File: config.mk
export PLATFORM = sky130hd
export DESIGN_NAME = deserial
export DESIGN_NICKNAME = d
export VERILOG_FILES = /design/src/rtl/deserial_pkg.sv /design/src/rtl/deserial_hold.sv /design/src/rtl/deserial.sv
export SDC_FILE = /design/constraint.sdc
export NUM_CORES = 1
export LEC_CHECK = 0
export ABC_AREA = 0
export CAP_MARGIN = 25
export CELL_PAD_IN_SITES_DETAIL_PLACEMENT = 0
export CELL_PAD_IN_SITES_GLOBAL_PLACEMENT = 1
export CORE_MARGIN = 2
export CORE_UTILIZATION = 44
export DETAILED_ROUTE_END_ITERATION = 12
export PLACE_DENSITY_LB_ADDON = 0.1
export RECOVER_POWER = 25
export SYNTH_ARGS = -nofsm -noshare
export SYNTH_HDL_FRONTEND = slang
export SYNTH_HIERARCHICAL = 1
export SYNTH_SLANG_ARGS = --single-unit
File: constraint.sdc
create_clock -name i_clk -period 3.1 [get_ports i_clk]
set_clock_uncertainty 0.2 [all_clocks]
set_input_delay 0.62 -clock i_clk [delete_from_list [all_inputs] [get_ports i_clk]]
set_output_delay 0.62 -clock i_clk [all_outputs]
set_load 0.005 [all_outputs]
File: src/rtl/deserial_pkg.sv
// Shared types and helpers for the serial-to-parallel converter.
package deserial_pkg;

  typedef enum logic {S_HUNT, S_SHIFT} t_state;

  // Bit-counter width; clamped so degenerate widths still elaborate far enough to hit the width check.
  function automatic int cnt_w(input int w);
    return (w < 2) ? 1 : $clog2(w);
  endfunction

endpackage

File: src/rtl/deserial_hold.sv
// One-entry valid/ready holding stage for assembled words.
module deserial_hold #(
  parameter int p_width = 8
) (
  input  logic               i_clk,
  input  logic               i_rst,
  input  logic               i_ld,
  input  logic [p_width-1:0] i_wrd,
  input  logic               i_rdy,
  output logic               o_stp,
  output logic [p_width-1:0] o_val,
  output logic               o_drp
);

  // A word arriving while the held word is still pending and not being taken is lost.
  assign o_drp = i_ld & o_stp & ~i_rdy;

  always_ff @(posedge i_clk or negedge i_rst) begin
    if (!i_rst) begin
      o_stp <= 1'b0;
      o_val <= '0;
    end else if (i_ld && !o_drp) begin
      o_stp <= 1'b1;
      o_val <= i_wrd;
    end else if (i_rdy) begin
      o_stp <= 1'b0;
    end
  end

endmodule

File: src/rtl/deserial.sv
// Serial-to-parallel converter: LSB-first strobed bits framed by a sync input into p_width words.
module deserial
  import deserial_pkg::*;
#(
  parameter int p_width = 8,
  parameter int p_frm   = 0
) (
  input  logic               i_clk,
  input  logic               i_rst,
  input  logic               i_val,
  input  logic               i_stp,
  input  logic               i_syn,
  input  logic               i_rdy,
  output logic [p_width-1:0] o_val,
  output logic               o_stp,
  output logic               o_ovf,
  output logic               o_err
);

  localparam int             CW   = cnt_w(p_width);
  localparam logic [CW-1:0]  LAST = CW'(p_width - 1);
  localparam logic [CW-1:0]  ONE  = CW'(1);

  if (p_width < 2) begin : g_width_chk
    $fatal(1, "deserial: p_width must be at least 2");
  end

  t_state               state;
  logic [CW-1:0]        cnt;
  // Only the upper p_width-1 bits are kept; the incoming bit completes the word combinationally.
  logic [p_width-1:1]   shf;
  logic [p_width-1:0]   wrd;
  logic                 ld;
  logic                 drp;

  assign wrd = {i_val, shf};
  assign ld  = i_stp & ~i_syn & (state == S_SHIFT) & (cnt == LAST);

  always_ff @(posedge i_clk or negedge i_rst) begin
    if (!i_rst) begin
      state <= S_HUNT;
      cnt   <= '0;
      shf   <= '0;
      o_err <= 1'b0;
      o_ovf <= 1'b0;
    end else begin
      o_err <= 1'b0;
      o_ovf <= drp;
      if (i_stp) begin
        case (state)
          S_HUNT: begin
            if (i_syn) begin
              shf   <= wrd[p_width-1:1];
              cnt   <= ONE;
              state <= S_SHIFT;
            end
          end
          S_SHIFT: begin
            shf <= wrd[p_width-1:1];
            if (i_syn) begin
              // Sync on anything but bit 0 aborts the partial word and restarts framing here.
              o_err <= (cnt != '0);
              cnt   <= ONE;
            end else if (cnt == LAST) begin
              cnt <= '0;
              if (p_frm != 0) state <= S_HUNT;
            end else begin
              cnt <= cnt + ONE;
            end
          end
          default: state <= S_HUNT;
        endcase
      end
    end
  end

  deserial_hold #(.p_width(p_width)) u_hold (
    .i_clk (i_clk),
    .i_rst (i_rst),
    .i_ld  (ld),
    .i_wrd (wrd),
    .i_rdy (i_rdy),
    .o_stp (o_stp),
    .o_val (o_val),
    .o_drp (drp)
  );

endmodule

Word level (Yosys, flattened, before mapping)
Index checks and enable logic that the tools add are counted.

Flip-flop bits (word level): 22. Input port bits: 6. Output and inout bits: 11.

Add/subtract/negate cells: 1. Equal/unequal tests: 2. Mux-type cells: 13. Bitwise gates (word level): 8. Reductions and logical operators: 5.

Operators with widths (number): one-hot mux 7 bit (2 select lines) (1); 2-to-1 mux 3 bit (3); 2-to-1 mux 1 bit (7); 2-to-1 mux 7 bit (1); one-hot mux 3 bit (2 select lines) (1); bitwise AND 1 bit (5); adder 3 x 1 -> 3 bit (second input constant) (1); equality test 3 bit (second input constant) (1); inverter 1 bit (3); nonzero test 3 bit (1); inequality test 2 bit (second input constant) (1); AND reduction 2 bit (1); nonzero test 2 bit (1); logical AND 1 bit (1); logical NOT 1 bit (1).

Longest topological paths before layout
Gate-level depths: netlist (run 1).

Depth in word-level cells: 9. Gate-level depth with buffers: 5. Gate-level depth less buffers: 5.

By module
The synthesis (run 1) kept the hierarchy.

Modules (own cells, without submodules): deserial (instances 1, cells an instance 43, area each 595.6 um^2, seq. area each 325.3 um^2); deserial_hold (instances 1, cells an instance 22, area each 381.6 um^2, seq. area each 225.2 um^2).

Least setup slack after synthesis (run 1)
No wires, ideal clock.

Path type: input to register. Start point: input i_stp. End point: register u_hold.o_val[0]. Setup time: 125 ps. Arrival time: 1661 ps. Required time: 2775 ps. Slack: 1114 ps. Stages on the path: 5. Cells stage by stage: buf_4 -> nand2_1 -> nor3b_1 -> nand2_4 -> mux2_4.

Longest elaborated chain between the ends: 7.

RTL lines: start, declared (line deserial.sv:11) `input logic i_stp,`; bitwise AND 1 bit (*) (3 in series) (line deserial.sv:37) `assign ld = i_stp & ~i_syn & (state == S_SHIFT) & (cnt == LAST);`; net ld (line deserial.sv:33) `logic ld;`; bitwise AND 1 bit (2 in series) (line deserial_hold.sv:16) `assign o_drp = i_ld & o_stp & ~i_rdy;`; logical NOT 1 bit (line deserial_hold.sv:22) `end else if (i_ld && !o_drp) begin`; logical AND 1 bit (*) (line deserial_hold.sv:22); end signal, assigned (line deserial_hold.sv:24) `o_val <= i_wrd;`; end, declared (line deserial_hold.sv:11) `output logic [p_width-1:0] o_val,`.

The timed path passes the listed nets; every way through them passes the cells marked *. A chain may end at the register's enable or synchronous reset.

Final worst setup path (run 1)
Start point: input i_stp. End point: register u_hold.o_val[6].

Same word-level chain as after synthesis.

==> summary.md, run 1 <==
- 51.1 um — Die W
- 56.3% — register area share after synthesis
- 1070 um — detailed placement HPWL
- 14.2% — total routing usage reported by global routing
- 22 x sky130_fd_sc_hd__dfrtp_1, 15 x sky130_fd_sc_hd__clkdlybuf4s50_1, 8 x sky130_fd_sc_hd__mux2_4 — top library cells by usage in the layout, fill and taps aside
- 70.0% — share of the cycle needed by the critical path after routing
- sky130_fd_sc_hd__dfrtp_1 56%, sky130_fd_sc_hd__mux2_4 12%, sky130_fd_sc_hd__mux2_2 8.1% — cell types occupying the most area after synthesis
- sky130_fd_sc_hd__dfrtp_1 — most common cell after layout, fill and taps aside
- 2.18 ns — arrival time at the worst endpoint
- 22 — CTS sink count
- 0 — final setup vio count
- 0 — count of max-cap constraint violations
- 0 — number of remaining DRC errors
- 23 — largest net degree at the start of global routing
- 977 sq um — synthesized area
- 16 — count of port buffers added during placement
- 22.9% — relative area change from synthesis to final layout
- 113 — final standard cell count with taps included and fillers excluded
- 29.4% — share of cells above drive strength 1
- 56.3% — fraction of synthesized cell area taken by the top area cell type
- 51.1 um — vertical extent of the die
- 0 — Overflow after GRT
- 8 — critical path fanouts, max
- 2.17 ns — final critical-path required period
- 13.1 um — routed length per instance
- 0 ns — Setup TNS
- input port — critical path launch point type
- 2 — 1st-iter DRT viols
- 0 — Resize count post-CTS
- 0 — number of setup buffers added after CTS
- 0.31 ns — Skew-Pair Late Insertion Delay
- 0.387 mV — peak supply drop
- 0 — count of hold buffers inserted by post-cts repair
- 6 — Yosys warning count
- flop to flop — worst hold path class
- 0.558 nW — Static Leak
- 1480 um — drt total wl
- 45.5% — initial standard-cell utilization of the core
- 571 — via count of the first global-routing pass
- 0 — ant diodes
- 461 MHz — maximum clock rate
- 0.766 — final RePlAce weighted congestion
- flop — critical path capture point type
- 23.9% — worst slew slack as a fraction of its limit
- 3 — CTS Buf Count
- sky130_fd_sc_hd__dfrtp_1 — library cell occupying the most area in the post-synthesis netlist
- 0 — initial antenna violation count
- 3 — drt first pass iters
- done — clock tree from TritonCTS
- 607 nW/um^2 — power density over the cells
- 1.14 ns — Worst Max-Slew Pin Slew
- 21 — distinct cell type count of the synthesized netlist
- 22 — #FFs+latches synth
- 0 — post-route ant nets
- 2150 sq um — Core Box Area
- 0 — final count of pins violating max slew
- input port to flop — type of the setup path with the least slack
- 0.12 ns — clock input transition at the sequential cells of the worst setup and hold paths
- 203 — fill count
- 65 — Post-Synthesis Cells
- 17 — number of standard-cell rows in the floorplan
- 109 — placed cell count
- 2610 sq um — area of the die
- 95 — number of nets in the layout
- 5.06 — Via density
- 3.11 ns — Required @ worst endpoint
- 2590 um — global-route wire length before repair
- no — RSZ-0062 raised after global routing
- 2 — Max clock buf depth
- 17 — number of ports placed on the die boundary
- 15.0 sq um — synthesized area per cell
- completed — status
- sky130_fd_sc_hd__clkbuf_4 — CTS Root Cell
- 0 — Hold Vio Cnt, Final
- 1 — CTS H-tree lvls
- 74 — post-synthesis net count
- 572 — vias post-DR
[final timing paths]
path | start | endpoint | slack (ns) | cells past startpoint
min in group asynchronous | i_rst | cnt[2] | 0.84 | 2
worst max register to register | cnt[0] | u_hold/o_val[6] | 1.07 | 5
worst min register to register | shf[1] | u_hold/o_val[0] | 0.32 | 1
worst max-delay path | i_stp | u_hold/o_val[6] | 0.93 | 5
max in group asynchronous | i_rst | shf[5] | 1.18 | 2
worst min-delay path | shf[1] | u_hold/o_val[0] | 0.32 | 1
[per-layer routing]
layer,track usage (%),up-vias,share of wire [%]
met2,20.1,15,43
li1,-,269,-
met5,0,-,0
met4,9.46,0,3.4
met1,18.4,283,50
met3,4.39,5,4.3
[layout make-up]
type                    instances  area [sq um]  area share (%)
clock buffers                   4          36.3            3.02
inverters                       4          15.0            1.25
multi-input cells              36           385            32.1
flip-flops and latches         22           551            45.8
well taps                      28          35.0            2.92
repair buffers                 19           179            14.9
[through the flow]
step                utilization, %  cell area, sq um  total power, mW  setup WS, ns  hold slack (ns)
CTS                           56.1              1200            0.742         0.948            0.322
global placement              54.4              1170            0.576         0.689            0.289
global route                  55.9              1200            0.774         0.875            0.346
detailed placement            54.4              1170            0.580         0.604            0.295
floorplan                        -               977            0.486          1.11            0.124
finish                        55.9              1200            0.729         0.931            0.317
[worst max-delay path, cell delays in order]
cell and delay, ns:
sky130_fd_sc_hd__clkdlybuf4s50_1 0.48, sky130_fd_sc_hd__nand2_1 0.08, sky130_fd_sc_hd__nor3b_1 0.44, sky130_fd_sc_hd__nand2_4 0.21, sky130_fd_sc_hd__mux2_4 0.34
[where the power goes]
| part | internal (mW) | leakage [nW] | switching (mW) |
|---|---|---|---|
| registers | 0.350 | 0.279 | 0.0411 |
| clock network | 0.0718 | 0.0210 | 0.0857 |
| logic | 0.129 | 0.259 | 0.0502 |
| total | 0.552 | 0.558 | 0.177 |
[cells in the mapped netlist, drive strengths merged]
library cell,n
o311ai,2
ha,3
mux2,15
nor2,1
a221o,1
nor3b,1
nand3,1
a21o,1
nand4b,2
nand2b,3
inv,4
a21oi,1
nand2,3
and4bb,1
buf,3
o21ai,1
dfrtp,22
[state kept, by name, summed over array words and instances (netlist names)]
name          flops
state             1
u_hold/o_stp      1
o_ovf             1
u_hold/o_val      8
shf               7
cnt               3
o_err             1
[kinds of logic (layout without fill, tap and decap cells)]
logic type                 Yosys count  after routing  synth area share [%]
buffers and inverters                7             27                  4.22
DFF                                 22             22                  56.3
adders and majority gates            3              3                  3.84
and+or+nand+nor                     12             12                  9.35
AOI/OAI and AO/OA                    6              6                  5.89
muxes                               15             15                  20.4
No activity file was read; power rests on OpenSTA's default activity.
==> run 2: changes to the inputs <==
--- a/config.mk
+++ b/config.mk
@@ -10,7 +10,7 @@
 export CELL_PAD_IN_SITES_DETAIL_PLACEMENT = 0
 export CELL_PAD_IN_SITES_GLOBAL_PLACEMENT = 1
 export CORE_MARGIN = 2
-export CORE_UTILIZATION = 44
+export CORE_UTILIZATION = 41
 export DETAILED_ROUTE_END_ITERATION = 12
 export PLACE_DENSITY_LB_ADDON = 0.1
 export RECOVER_POWER = 25
==> constraint.sdc (replaced) <==
create_clock -name i_clk -period 2.1 [get_ports i_clk]
set_clock_uncertainty 0.2 [all_clocks]
set_input_delay 0.42 -clock i_clk [delete_from_list [all_inputs] [get_ports i_clk]]
set_output_delay 0.42 -clock i_clk [all_outputs]
set_load 0.005 [all_outputs]
==> run 2 against run 1 <==
Compared with the run above: global-route usage decreased by 0.78 points; design area increased by 0.10%; combinational power increased by 49%; setup slack worse by 0.71 ns; first-iteration DRC count rose to 4.0 times the previous value; die area rose by 6.7%; clock power rose by 17%; utilization fell by 2.1 points; worst hold slack got worse by 0.0038 ns; highest routed layer unchanged.
==> summary.md, run 2 (synthesized netlist as in run 1, its figures left out) <==
- 197 — fill count, -3.0%
- 857 nW/um^2 — power density over the cells, +41%
- ha_1 -> ha_1 -> nor3b_1 -> buf_4 -> nand2_4 -> mux2_4 — cell-by-cell trace of the critical path
- 52.8 um — vertical extent of the die, +3.3%
- 0 — final count of pins violating max slew, unchanged
- 13.4% — total routing usage reported by global routing, -0.78 points
- met4 — topmost layer with routed signal wires
- 686 um — met2 WL post-DR, +8.7%
- 1120 um — detailed placement HPWL, +4.4%
- 0.11 ns — clock input transition at the sequential cells of the worst setup and hold paths, about the same
- 1.88 ns — final critical-path required period
- sky130_fd_sc_hd__clkbuf_4 — CTS Root Cell
- 1480 um — drt total wl, unchanged
- 2620 um — global-route wire length before repair, +0.81%
- 3 — CTS Buf Count, unchanged
- 0 — count of hold buffers inserted by post-cts repair, unchanged
- 1 — CTS H-tree lvls, unchanged
- 2230 sq um — Core Box Area, +4.0%
- 8 — number of flip-flops in the largest register, unchanged
- 4.91 — Via density, -3.0%
- 0.313 ns — worst hold slack, -0.00382 ns
- 533 MHz — maximum clock rate
- 2.10 ns — Required @ worst endpoint, -1.01 ns
- flop — critical path launch point type
- 560 — vias post-DR, -2.1%
- 0.43 ns — largest stage delay on the critical path, -0.05 ns
- 598 — via count of the first global-routing pass, +4.7%
- no — RSZ-0062 raised after global routing
- 16 — count of port buffers added during placement, unchanged
- 0 — count of max-cap constraint violations, unchanged
- 52.8 um — Die W, +3.3%
- 23 — largest net degree at the start of global routing, unchanged
- 0.561 nW — Static Leak, +0.55%
- completed — status
- sky130_fd_sc_hd__ha_1 — most used cell along the critical path
- 0.30 ns — Skew-Pair Late Insertion Delay, about the same
- 13.0 um — routed length per instance, -0.88%
- 1.13 ns — Worst Max-Slew Pin Slew, -0.0141 ns
- 385 sq um — multi-input gate area in the final layout, unchanged
- 8 — 1st-iter DRT viols, +6
- sky130_fd_sc_hd__dfrtp_1 — Slowest-stage cell, CP
- 22 x sky130_fd_sc_hd__dfrtp_1, 15 x sky130_fd_sc_hd__clkdlybuf4s50_1, 8 x sky130_fd_sc_hd__mux2_4 — top library cells by usage in the layout, fill and taps aside
- 700 um — WL met1, -4.5%
- 1.87 ns — arrival time at the worst endpoint, -0.31 ns
- u_hold/o_val: 8 flops, shf: 7 flops, cnt: 3 flops — leading registers by flop count
- 30.2% — share of cells above drive strength 1, +0.82 points
- 0.493 mV — peak supply drop, +27%
- flop to flop — type of the setup path with the least slack
- 43.8% — initial standard-cell utilization of the core, -1.7 points
- 0 — ant diodes, unchanged
- 0 — post-route ant nets, unchanged
- 2790 sq um — area of the die, +6.7%
- 0 — number of setup buffers added after CTS, unchanged
- 22 — CTS sink count, unchanged
- flop — critical path capture point type
- 0.655 — final RePlAce weighted congestion, -15%
- done — clock tree from TritonCTS
- 97 — number of nets in the layout, +2.1%
- 0 — number of remaining DRC errors, unchanged
- 4 — drt first pass iters, +1
- flop to flop — worst hold path class
- 0 — Hold Vio Cnt, Final, unchanged
- 0 — Resize count post-CTS, unchanged
- 24.8% — worst slew slack as a fraction of its limit, +0.94 points
- 551 sq um — sequential cell area, unchanged
- 0 — final setup vio count, unchanged
- 0 — Overflow after GRT, unchanged
- u_hold/o_val — Largest Register
- 83 um — routed length on met3, +30%
- 17 — number of standard-cell rows in the floorplan, unchanged
- 17 — number of ports placed on the die boundary, unchanged
- sky130_fd_sc_hd__dfrtp_1 — most common cell after layout, fill and taps aside
- 2 — Max clock buf depth, unchanged
- 89.4% — share of the cycle needed by the critical path after routing
- 0 — initial antenna violation count, unchanged
- 23.0% — relative area change from synthesis to final layout
- 8 — critical path fanouts, max, unchanged
- 1.03 mW — Final Power, +41%
## run 2: changes by cell type in the layout (fill, tap and decap cells not counted)
cell                       delta
sky130_fd_sc_hd__buf_4        +2
sky130_fd_sc_hd__clkbuf_8     -1
## run 2: layout make-up
type                       instances  area share (%)
multi-input combinational         36            32.1
tap                               28            2.91
sequential                        22            45.8
clock buffer                       3            1.87
inverter                           4            1.25
timing repair buffer              21            16.1
## run 2: per-layer routing
layer / global-route usage, % / up-vias
met5: 0 / -
met4: 3.85 / 0
met3: 5.43 / 2
met2: 20.8 / 14
met1: 17.0 / 273
li1: - / 271
## run 2: through the flow
| stage | cell area, sq um | worst slack (ns) | instances | TNS, ns | utilization (%) |
|---|---|---|---|---|---|
| final | 1200 | 0.222 | 114 | 0 | 53.8 |
| after global routing | 1200 | 0.0740 | 114 | 0 | 53.8 |
| after CTS | 1210 | 0.206 | 114 | 0 | 54.0 |
| after detailed placement | 1180 | -0.00165 | 111 | -0.00165 | 53.0 |
| after global placement | 1180 | 0.0317 | 111 | 0 | 53.0 |
| after floorplan | 977 | 0.302 | 65 | 0 | - |
## run 2: worst paths after layout
kind	startpoint	end	slack, ns	cells after the start
max in group asynchronous	i_rst	shf[7]	0.39	2
min	shf[1]	u_hold/o_val[0]	0.31	1
min reg2reg	shf[1]	u_hold/o_val[0]	0.31	1
max	cnt[0]	u_hold/o_val[3]	0.22	6
max reg2reg	cnt[0]	u_hold/o_val[3]	0.22	6
min in group asynchronous	i_rst	cnt[2]	0.64	2
## run 2: where the power goes
| group | internal [mW] | total [mW] | switching [mW] |
|---|---|---|---|
| Combinational | 0.192 | 0.268 | 0.0756 |
| Clock | 0.0669 | 0.184 | 0.117 |
| Sequential | 0.517 | 0.579 | 0.0615 |
| Total | 0.776 | 1.03 | 0.254 |
## run 2: worst max-delay path: cells and delay by family, from the launching register on
kind / cells / cell delay [ns]
adders and majority gates: 2 / 0.40
and+or+nand+nor: 2 / 0.28
DFF: 1 / 0.43
muxes: 1 / 0.32
buffers and inverters: 1 / 0.14
